File: src/rtl/error_conv_check_if.sv
// error_conv_check_if: bus between the absolute-error/W delivery stage and the
// convergence checker.
//
// Handshake: en_conv is a one-cycle start pulse that is accepted only while
// o_busy=0 and o_done=0 (IDLE); the block then owns its captured copy and
// answers 17 cycles later with either a one-cycle o_next_iter pulse or a
// level o_done (qualified by o_converged). There is no backpressure.
//
// Array index k maps to element (row, col) row-major: k = 4*(row-1)+(col-1),
// so i_err[0]=i11, i_err[6]=i23, i_err[11]=i34, i_err[15]=i44 (same for
// iw_new/ow).
// Optional: ERR_SUM_EN adds o_err_sum.
interface error_conv_check_if #(
  parameter int DW = 26
);
  logic          en_conv;
  logic          i_restart;
  logic [DW-1:0] i_err  [16];
  logic [DW-1:0] iw_new [16];
  logic [DW-1:0] ow     [16];
  logic          o_busy;
  logic          o_next_iter;
  logic          o_done;
  logic          o_converged;
  logic [7:0]    o_iter_cnt;
  logic [DW-1:0] o_max_err;
`ifdef ERR_SUM_EN
  logic [DW+3:0] o_err_sum;
`endif
  logic [1:0]    o_dbg_state;

  modport master (
    output en_conv, i_restart, i_err, iw_new,
    input  ow, o_busy, o_next_iter, o_done, o_converged, o_iter_cnt, o_max_err,
`ifdef ERR_SUM_EN
    input  o_err_sum,
`endif
    input  o_dbg_state
  );

  modport slave (
    input  en_conv, i_restart, i_err, iw_new,
    output ow, o_busy, o_next_iter, o_done, o_converged, o_iter_cnt, o_max_err,
`ifdef ERR_SUM_EN
    output o_err_sum,
`endif
    output o_dbg_state
  );
endinterface

File: src/rtl/error_conv_check.sv
// error_conv_check: convergence test for the FastICA iteration loop.
// Captures 16 absolute errors (Q13, signed DW bits) and 16 candidate W words,
// scans the errors serially for the maximum (negative = upstream overflow,
// treated as saturated positive), then either requests another iteration or
// declares convergence / iteration-limit exhaustion and publishes W.
// Optional feature macro: ERR_SUM_EN (adds an error-sum accumulator, the
// o_err_sum output and the SUM_TOL parameter; convergence then also needs
// sum <= SUM_TOL).
module error_conv_check #(
  parameter int            DW       = 26,
  parameter logic [DW-1:0] TOL      = 26'd8,
  parameter int            MAX_ITER = 64
`ifdef ERR_SUM_EN
  ,
  parameter logic [DW+3:0] SUM_TOL  = 30'd64
`endif
) (
  input  logic              clk_conv,
  input  logic              rst_conv,
  error_conv_check_if.slave bus
);

  typedef enum logic [1:0] {
    S_IDLE   = 2'd0,
    S_SCAN   = 2'd1,
    S_DECIDE = 2'd2,
    S_DONE   = 2'd3
  } state_t;

  // Largest positive DW-bit value; stands in for any negative error.
  localparam logic [DW-1:0] SAT_VAL    = {1'b0, {(DW-1){1'b1}}};
  localparam logic [7:0]    MAX_ITER_C = 8'(MAX_ITER);

  state_t        state;
  state_t        state_nxt;

  logic [DW-1:0] cap_err [16];
  logic [DW-1:0] cap_w   [16];
  logic [DW-1:0] w_out   [16];
  logic [3:0]    idx;
  logic [DW-1:0] run_max;
  logic [DW-1:0] cur_err;
  logic [DW-1:0] cur_sat;

  logic [7:0]    iter_cnt;
  logic [7:0]    cnt_inc;
  logic [DW-1:0] max_err;
  logic          done_r;
  logic          conv_r;
  logic          next_r;
  logic          conv_hit;
  logic          limit_hit;
  logic          capture;

`ifdef ERR_SUM_EN
  logic [DW+3:0] run_sum;
  logic [DW+3:0] err_sum;
`endif

  // Element selection, saturation and the decision terms used in DECIDE.
  always_comb begin
    cur_err   = cap_err[idx];
    cur_sat   = cur_err[DW-1] ? SAT_VAL : cur_err;
    cnt_inc   = iter_cnt + 8'd1;
    capture   = (state == S_IDLE) && bus.en_conv;
`ifdef ERR_SUM_EN
    conv_hit  = (run_max <= TOL) && (run_sum <= SUM_TOL);
`else
    conv_hit  = (run_max <= TOL);
`endif
    limit_hit = (cnt_inc == MAX_ITER_C);
  end

  // State register.
  always_ff @(posedge clk_conv) begin
    if (rst_conv) begin
      state <= S_IDLE;
    end else begin
      state <= state_nxt;
    end
  end

  // Next-state logic.
  always_comb begin
    state_nxt = state;
    case (state)
      S_IDLE:   if (bus.en_conv) state_nxt = S_SCAN;
      S_SCAN:   if (idx == 4'd15) state_nxt = S_DECIDE;
      S_DECIDE: state_nxt = (conv_hit || limit_hit) ? S_DONE : S_IDLE;
      S_DONE:   if (bus.i_restart) state_nxt = S_IDLE;
      default:  state_nxt = S_IDLE;
    endcase
  end

  // Capture registers: loaded only on an accepted start, untouched otherwise.
  always_ff @(posedge clk_conv) begin
    if (rst_conv) begin
      for (int i = 0; i < 16; i++) begin
        cap_err[i] <= '0;
        cap_w[i]   <= '0;
      end
    end else if (capture) begin
      for (int i = 0; i < 16; i++) begin
        cap_err[i] <= bus.i_err[i];
        cap_w[i]   <= bus.iw_new[i];
      end
    end
  end

  // Serial scan: one element per cycle, running maximum (and sum).
  always_ff @(posedge clk_conv) begin
    if (rst_conv) begin
      idx     <= '0;
      run_max <= '0;
`ifdef ERR_SUM_EN
      run_sum <= '0;
`endif
    end else if (capture) begin
      idx     <= '0;
      run_max <= '0;
`ifdef ERR_SUM_EN
      run_sum <= '0;
`endif
    end else if (state == S_SCAN) begin
      idx     <= idx + 4'd1;
      run_max <= (cur_sat > run_max) ? cur_sat : run_max;
`ifdef ERR_SUM_EN
      run_sum <= run_sum + {4'b0000, cur_sat};
`endif
    end
  end

  // Result registers: published in DECIDE, held in DONE, cleared by restart.
  always_ff @(posedge clk_conv) begin
    if (rst_conv) begin
      iter_cnt <= '0;
      max_err  <= '0;
      done_r   <= 1'b0;
      conv_r   <= 1'b0;
      next_r   <= 1'b0;
`ifdef ERR_SUM_EN
      err_sum  <= '0;
`endif
      for (int i = 0; i < 16; i++) w_out[i] <= '0;
    end else begin
      next_r <= 1'b0;
      case (state)
        S_DECIDE: begin
          max_err  <= run_max;
`ifdef ERR_SUM_EN
          err_sum  <= run_sum;
`endif
          // A restart landing on the decide cycle still wins for the count.
          iter_cnt <= bus.i_restart ? 8'd0 : cnt_inc;
          if (conv_hit || limit_hit) begin
            done_r <= 1'b1;
            conv_r <= conv_hit;
            for (int i = 0; i < 16; i++) w_out[i] <= cap_w[i];
          end else begin
            next_r <= 1'b1;
          end
        end
        S_DONE: begin
          if (bus.i_restart) begin
            iter_cnt <= '0;
            max_err  <= '0;
            done_r   <= 1'b0;
            conv_r   <= 1'b0;
`ifdef ERR_SUM_EN
            err_sum  <= '0;
`endif
          end
        end
        default: begin
          if (bus.i_restart) iter_cnt <= '0;
        end
      endcase
    end
  end

  assign bus.ow          = w_out;
  assign bus.o_busy      = (state == S_SCAN) || (state == S_DECIDE);
  assign bus.o_next_iter = next_r;
  assign bus.o_done      = done_r;
  assign bus.o_converged = conv_r;
  assign bus.o_iter_cnt  = iter_cnt;
  assign bus.o_max_err   = max_err;
  assign bus.o_dbg_state = state;
`ifdef ERR_SUM_EN
  assign bus.o_err_sum   = err_sum;
`endif

endmodule

File: src/flat_wrapper.sv
// flat-port wrapper written by rule: the top's interface ports become plain ports
module error_conv_check_flat 
#(
  parameter int            DW       = 26,
  parameter logic [DW-1:0] TOL      = 26'd8,
  parameter int            MAX_ITER = 64

)
  (clk_conv, rst_conv, bus_en_conv, bus_i_restart, bus_i_err, bus_iw_new, bus_ow, bus_o_busy, bus_o_next_iter, bus_o_done, bus_o_converged, bus_o_iter_cnt, bus_o_max_err, bus_o_dbg_state);
  error_conv_check_if #(.DW(DW)) bus_i ();
  input  logic clk_conv;
  input  logic rst_conv;
  input wire logic [$bits(bus_i.en_conv)-1:0] bus_en_conv;
  input wire logic [$bits(bus_i.i_restart)-1:0] bus_i_restart;
  input wire logic [$bits(bus_i.i_err)-1:0] bus_i_err;
  input wire logic [$bits(bus_i.iw_new)-1:0] bus_iw_new;
  output wire logic [$bits(bus_i.ow)-1:0] bus_ow;
  output wire logic [$bits(bus_i.o_busy)-1:0] bus_o_busy;
  output wire logic [$bits(bus_i.o_next_iter)-1:0] bus_o_next_iter;
  output wire logic [$bits(bus_i.o_done)-1:0] bus_o_done;
  output wire logic [$bits(bus_i.o_converged)-1:0] bus_o_converged;
  output wire logic [$bits(bus_i.o_iter_cnt)-1:0] bus_o_iter_cnt;
  output wire logic [$bits(bus_i.o_max_err)-1:0] bus_o_max_err;
  output wire logic [$bits(bus_i.o_dbg_state)-1:0] bus_o_dbg_state;
  assign bus_i.en_conv = bus_en_conv;
  assign bus_i.i_restart = bus_i_restart;
  assign bus_i.i_err = {>>{bus_i_err}};
  assign bus_i.iw_new = {>>{bus_iw_new}};
  assign bus_ow = {>>{bus_i.ow}};
  assign bus_o_busy = bus_i.o_busy;
  assign bus_o_next_iter = bus_i.o_next_iter;
  assign bus_o_done = bus_i.o_done;
  assign bus_o_converged = bus_i.o_converged;
  assign bus_o_iter_cnt = bus_i.o_iter_cnt;
  assign bus_o_max_err = bus_i.o_max_err;
  assign bus_o_dbg_state = bus_i.o_dbg_state;
  error_conv_check #(.DW(DW), .TOL(TOL), .MAX_ITER(MAX_ITER)) u_core (.clk_conv(clk_conv), .rst_conv(rst_conv), .bus(bus_i));
endmodule
File: config.mk
export PLATFORM = sky130hd
export DESIGN_NAME = error_conv_check_flat
export DESIGN_NICKNAME = d
export VERILOG_FILES = /design/src/rtl/error_conv_check_if.sv /design/src/rtl/error_conv_check.sv /design/src/flat_wrapper.sv
export SDC_FILE = /design/constraint.sdc
export NUM_CORES = 2
export LEC_CHECK = 0
export CAP_MARGIN = 20
export CORE_AREA = 3 3 502 504
export CTS_CLUSTER_SIZE = 40
export DETAILED_ROUTE_END_ITERATION = 16
export DIE_AREA = 0 0 505 507
export GPL_TIMING_DRIVEN = 0
export PLACE_DENSITY = 0.45
export SYNTH_ARGS = -nofsm -noshare
export SYNTH_HDL_FRONTEND = slang
export SYNTH_SLANG_ARGS = --single-unit
File: constraint.sdc
create_clock -name clk_conv -period 74.9 [get_ports clk_conv]
set_input_delay 14.98 -clock clk_conv [delete_from_list [all_inputs] [get_ports clk_conv]]
set_output_delay 14.98 -clock clk_conv [all_outputs]
set_load 0.01 [all_outputs]
# Yosys cells after proc, flatten, opt, wreduce, memory -nomap -nowiden

Memories as Yosys holds them, arrays and structs flattened. A register that Yosys moved wholly into a read port is not among the register bits.
Cells that the tools add are included.

Flip-flop bits (word level): 69
Memory bits (writable): 832
Input port bits: 836
Logic and storage cells: 125
Memories: 2

$add $sub $neg: 2
Magnitude comparators: 2
Eq/ne operators: 9
Mux-type cells: 56
Bitwise gates (word level): 33
Reduce and logical (&&, ||, !) cells: 13

Memory list:

| name           | words | width | read ports | clocked after Yosys merged registers in | wr ports | RTL line               | source |
|---|---|---|---|---|---|---|---|
| u_core.cap_err | 16    | 26    | 1          | 1                                       | 16       | error_conv_check.sv:37 | `logic [DW-1:0] cap_err [16];` |
| u_core.cap_w   | 16    | 26    | 16         | 16                                      | 16       | error_conv_check.sv:38 | `logic [DW-1:0] cap_w [16];` |

Operator list:

| kind                | number |
|---|---|
| $mux 26             | 33 |
| $pmux 26 s2         | 1 |
| $or 1x1->1          | 32 |
| $gt 26x26->1        | 1 |
| $le 26x4->1 const B | 1 |
| $mux 25             | 1 |
| $mux 8              | 3 |
| $mux 1              | 9 |
| $add 8x1->8 const B | 1 |
| $eq 8x7->1 const B  | 1 |
| $mux 2              | 4 |
| $mux 4              | 2 |
| $pmux 2 s4          | 1 |
| $reduce_and 2->1    | 3 |
| $reduce_and 3->1    | 2 |
| $add 4x1->4 const B | 1 |
| $eq 2x2->1 const B  | 2 |
| $eq 4x4->1 const B  | 1 |
| $ne 2x1->1 const B  | 2 |
| $ne 2x2->1 const B  | 2 |
| $pmux 1 s2          | 2 |
| $reduce_bool 2->1   | 2 |
| $reduce_or 2->1     | 2 |
| $eq 2x1->1 const B  | 1 |
| 4 further kinds     | 5 |

# Logic depth before layout (Yosys ltp)

Depth in word-level cells: 6
Mapped depth: 17
Gate-level depth less buffers: 11

# Least setup slack after synthesis

Ideal clock, no wire load.

Path kind: input port to flip-flop
Start point: input port rst_conv
End point: register with a tool-made name
Arrival time: 38.438 ns
Path slack: 35.324 ns
Stages on the path: 4
Cells stage by stage: clkbuf_1 > nand2b_1 > buf_1 > nor2_1

RTL lines:

| item               | RTL line           | source |
|---|---|---|
| start: declaration | flat_wrapper.sv:12 | `input logic rst_conv;` |

==> impl_metrics.env <==
export IMPL_required_ns=75.38
export IMPL_fin_util_pct=30.1
export IMPL_grt_pass1_wl_um=328000
export IMPL_wl_per_cell_um=26.6
export IMPL_synth_distinct_cells=51
export IMPL_synth_seq_cells=1319
export IMPL_viasPerCell=4.14
export IMPL_antenna_found_initial=74
export IMPL_synth_top_area_share_pct=48.4
export IMPL_io_pins=1292
export IMPL_clk_pin_slew_ns=0.06
export IMPL_cp_startpoint="bus_en_conv"
export IMPL_min_path_cells=2
export IMPL_root_buffer="clkbuf_16"
export IMPL_maxSlewHeadroom_pct=19.8
export IMPL_synth_warnings=0
export IMPL_layout_commonest_cell="clkdlybuf4s50_1"
export IMPL_start_util_pct=20.8
export IMPL_switching_share_pct=29.9
export IMPL_final_antenna_net_count=0
export IMPL_crit_type="in2reg"
export IMPL_nets=6569
export IMPL_vias=38000
export IMPL_ys_seq_area_share_pct=67.3
export IMPL_leakage_nw=25.8
export IMPL_mappedNetlistNets=5085
export IMPL_cap_violations=0
export IMPL_rsz0062_at_grt="no"
export IMPL_cp_arrival_ns=18.02
export IMPL_drtIter0Drc=2336
export IMPL_clock_skew_ns=0.0320
export IMPL_finalCritPeriodShare_pct=23.4
export IMPL_finalHoldViolations=0
export IMPL_die_w_um=505
export IMPL_comb_power_share_pct=22.3
export IMPL_post_synth_cell_area_avg_um2=12.2
export IMPL_min_from="bus_ow[11]$_SDFFE_PP0P_"
export IMPL_tritoncts="done"
export IMPL_synth_area_mm2=0.0516
export IMPL_rows=183
export IMPL_drc=0
export IMPL_yosys_top_cells_area="edfxtp_1 48%, dfxtp_1 19%, and2_1 6.4%"
export IMPL_hold_class="reg2reg"
export IMPL_synth_largest_area_cell="edfxtp_1"
export IMPL_p_per_area_mw_per_mm2=30.5
export IMPL_holdPathEnd="bus_ow[11]$_SDFFE_PP0P_"
export IMPL_syn_to_final_growth_pct=44.8
export IMPL_cts_setup_buffers=0
export IMPL_p_seq_share_pct=43.1
export IMPL_grt_usage_pct=18.5
export IMPL_coreArea_mm2=0.248
export IMPL_p_switching_uw=680
export IMPL_worstPathMaxFanout=40
export IMPL_peakVddDrop_v=0.0000219
export IMPL_cp_start_kind="input port"
export IMPL_synth_edf_count=832
export IMPL_status="finished, final reports clean"
export IMPL_synthCells=4217
export IMPL_grt_ovfl_total=0
export IMPL_cts_buffer_depth=3
export IMPL_ctsResizeCount=0
export IMPL_max_freq_mhz=57.0
export IMPL_die_area_mm2=0.256
export IMPL_report_final_slew_viol_count=0
export IMPL_grt_pass1_vias=39100
export IMPL_r2r_cells=15
export IMPL_clock_sinks=1319
export IMPL_tns_ns=0
export IMPL_ys_flop_type="edfxtp_1"
export IMPL_hpwl_um=200000
export IMPL_setup_viol=0
export IMPL_synth_async_sr_flop_share_pct=0
export IMPL_drive_above_1_share_pct=8.62
export IMPL_rrSetupSlack_ns=69.54
export IMPL_io_buffers=1289
export IMPL_ctsHoldBuffers=0
export IMPL_htree_num_levels=4
export IMPL_worst_pin_slew_ns=1.20
export IMPL_numCtsBuffers=159
export IMPL_intPower_mw=1.60
export IMPL_dp_slack_ns=56.43
export IMPL_fp_dieH_um=507
export IMPL_final_cell_mix="1289 x clkdlybuf4s50_1, 871 x nand2_1, 832 x edfxtp_1, 525 x and2_1, 487 x dfxtp_1"
export IMPL_drt_first_pass_iters=5
export IMPL_clkPwrFrac_pct=34.6
export IMPL_worstReg2RegEnd="u_core.run_max[10]$_SDFFE_PP0P_"
export IMPL_wl_um=244000
export IMPL_setup_slack_ns=57.35
export IMPL_insertion_delay_ns=0.81
export IMPL_post_route_min_period_ns=17.55
export IMPL_grt_max_degree=43
export IMPL_gp_congestion=0.888
export IMPL_cp_end_kind="register"
==> Yosys cell counts (2+ instances only) <==
cell      count
edfxtp_1    832
nand2_1     871
nand2b_1      4
nor2b_1     314
clkbuf_1    181
a211oi_2     20
nand4_1       9
or3_1         2
inv_1        32
mux2i_1       2
nand3_1      29
a21oi_1     456
a22oi_1      26
xor2_1        6
a22o_1       52
buf_4        30
dfxtp_1     487
nor2_1       71
buf_2        74
a21o_1        3
nor3_1        6
a211oi_1      8
o21ai_0       4
buf_6         3
and2_1      525
nor4_1        5
xnor2_1       3
ha_1         32
buf_1         5
mux4_2      104
==> cell type report <==
cell class	count	area [µm²]
clock inverters	69	850
clock buffers	227	4460
fillers	25600	174000
diodes	24	60.1
multi-input cells	2573	15400
well taps	3330	4170
repair buffers	1323	13600
inverters	32	120
flip-flops and latches	1319	34700
plain buffers	293	1330
==> per-layer routing <==
metal | vias to the layer above | share of wire, % | wire [µm] | global-route usage, %
li1 | 17600 | - | - | -
met1 | 18700 | 38 | 93800 | 20.9
met2 | 1352 | 50 | 122000 | 32.3
met3 | 319 | 8.5 | 20800 | 6.67
met4 | 42 | 3.0 | 7300 | 5.93
met5 | - | 0.11 | 280 | 0
==> sequential cells by signal, summed over array words and instances (netlist names), named ones only <==
name / cells
u_core.bus.o_converged: 1
u_core.bus.o_dbg_state: 2
u_core.bus.o_done: 1
u_core.bus.o_max_err: 25
u_core.run_max: 25
u_core.cap_w: 416
u_core.bus.o_next_iter: 1
bus_ow: 416
u_core.cap_err: 416
u_core.idx: 4
u_core.bus.o_iter_cnt: 8
==> worst max path at each step <==
| stage | endpoint | slack, ns | depth (start not counted) |
|---|---|---|---|
| final | u_core.cap_w[1][55]$_SDFFCE_PP0P_ | 57.35 | 9 |
| after global routing | u_core.cap_w[1][64]$_SDFFCE_PP0P_ | 57.18 | 9 |
| after CTS | u_core.cap_w[1][70]$_SDFFCE_PP0P_ | 57.32 | 9 |
| after detailed placement | u_core.cap_w[1][28]$_SDFFCE_PN0P_ | 56.43 | 9 |
| after global placement | register | 19.63 | 4 |
| after floorplan | register | 35.32 | 4 |
==> critical path: stages <==
cell,delay [ns]
clkdlybuf4s50_1,0.51
nand2_1,0.10
nand2b_1,0.26
buf_2,0.70
buf_12,0.33
buf_12,0.25
buf_12,0.26
buf_12,0.24
buf_12,0.26
==> stage by stage <==
step	hold WS, ns	cell area, µm²	power [mW]	std cells
after global placement	0.441	68600	1.64	8836
after global routing	0.467	74700	2.38	9176
final	0.452	74700	2.28	9190
after detailed placement	0.446	69300	1.51	8870
after floorplan	0.462	51600	1.32	4217
after CTS	0.454	74600	2.31	9166
==> logic make-up after synthesis <==
| logic type | after synthesis | synth area share (%) |
|---|---|---|
| muxes | 106 | 4.58 |
| other | 1 | 0.00727 |
| buffers and inverters | 325 | 2.81 |
| adders and majority gates | 32 | 0.776 |
| DFF | 1319 | 67.3 |
| xor gates and xnor gates | 9 | 0.153 |
| and+or+nand+nor | 1840 | 17.7 |
| AOI/OAI and AO/OA | 585 | 6.66 |
==> power by group through the flow <==
stage / Combinational, mW / Sequential (mW) / Clock (mW)
global route: 0.553 / 0.992 / 0.837
global placement: 0.501 / 1.13 / 0
detailed placement: 0.519 / 0.996 / 0
finish: 0.507 / 0.981 / 0.788
CTS: 0.521 / 0.982 / 0.810
floorplan: 0.256 / 1.07 / 0
Power figures use the tool's default switching activity.
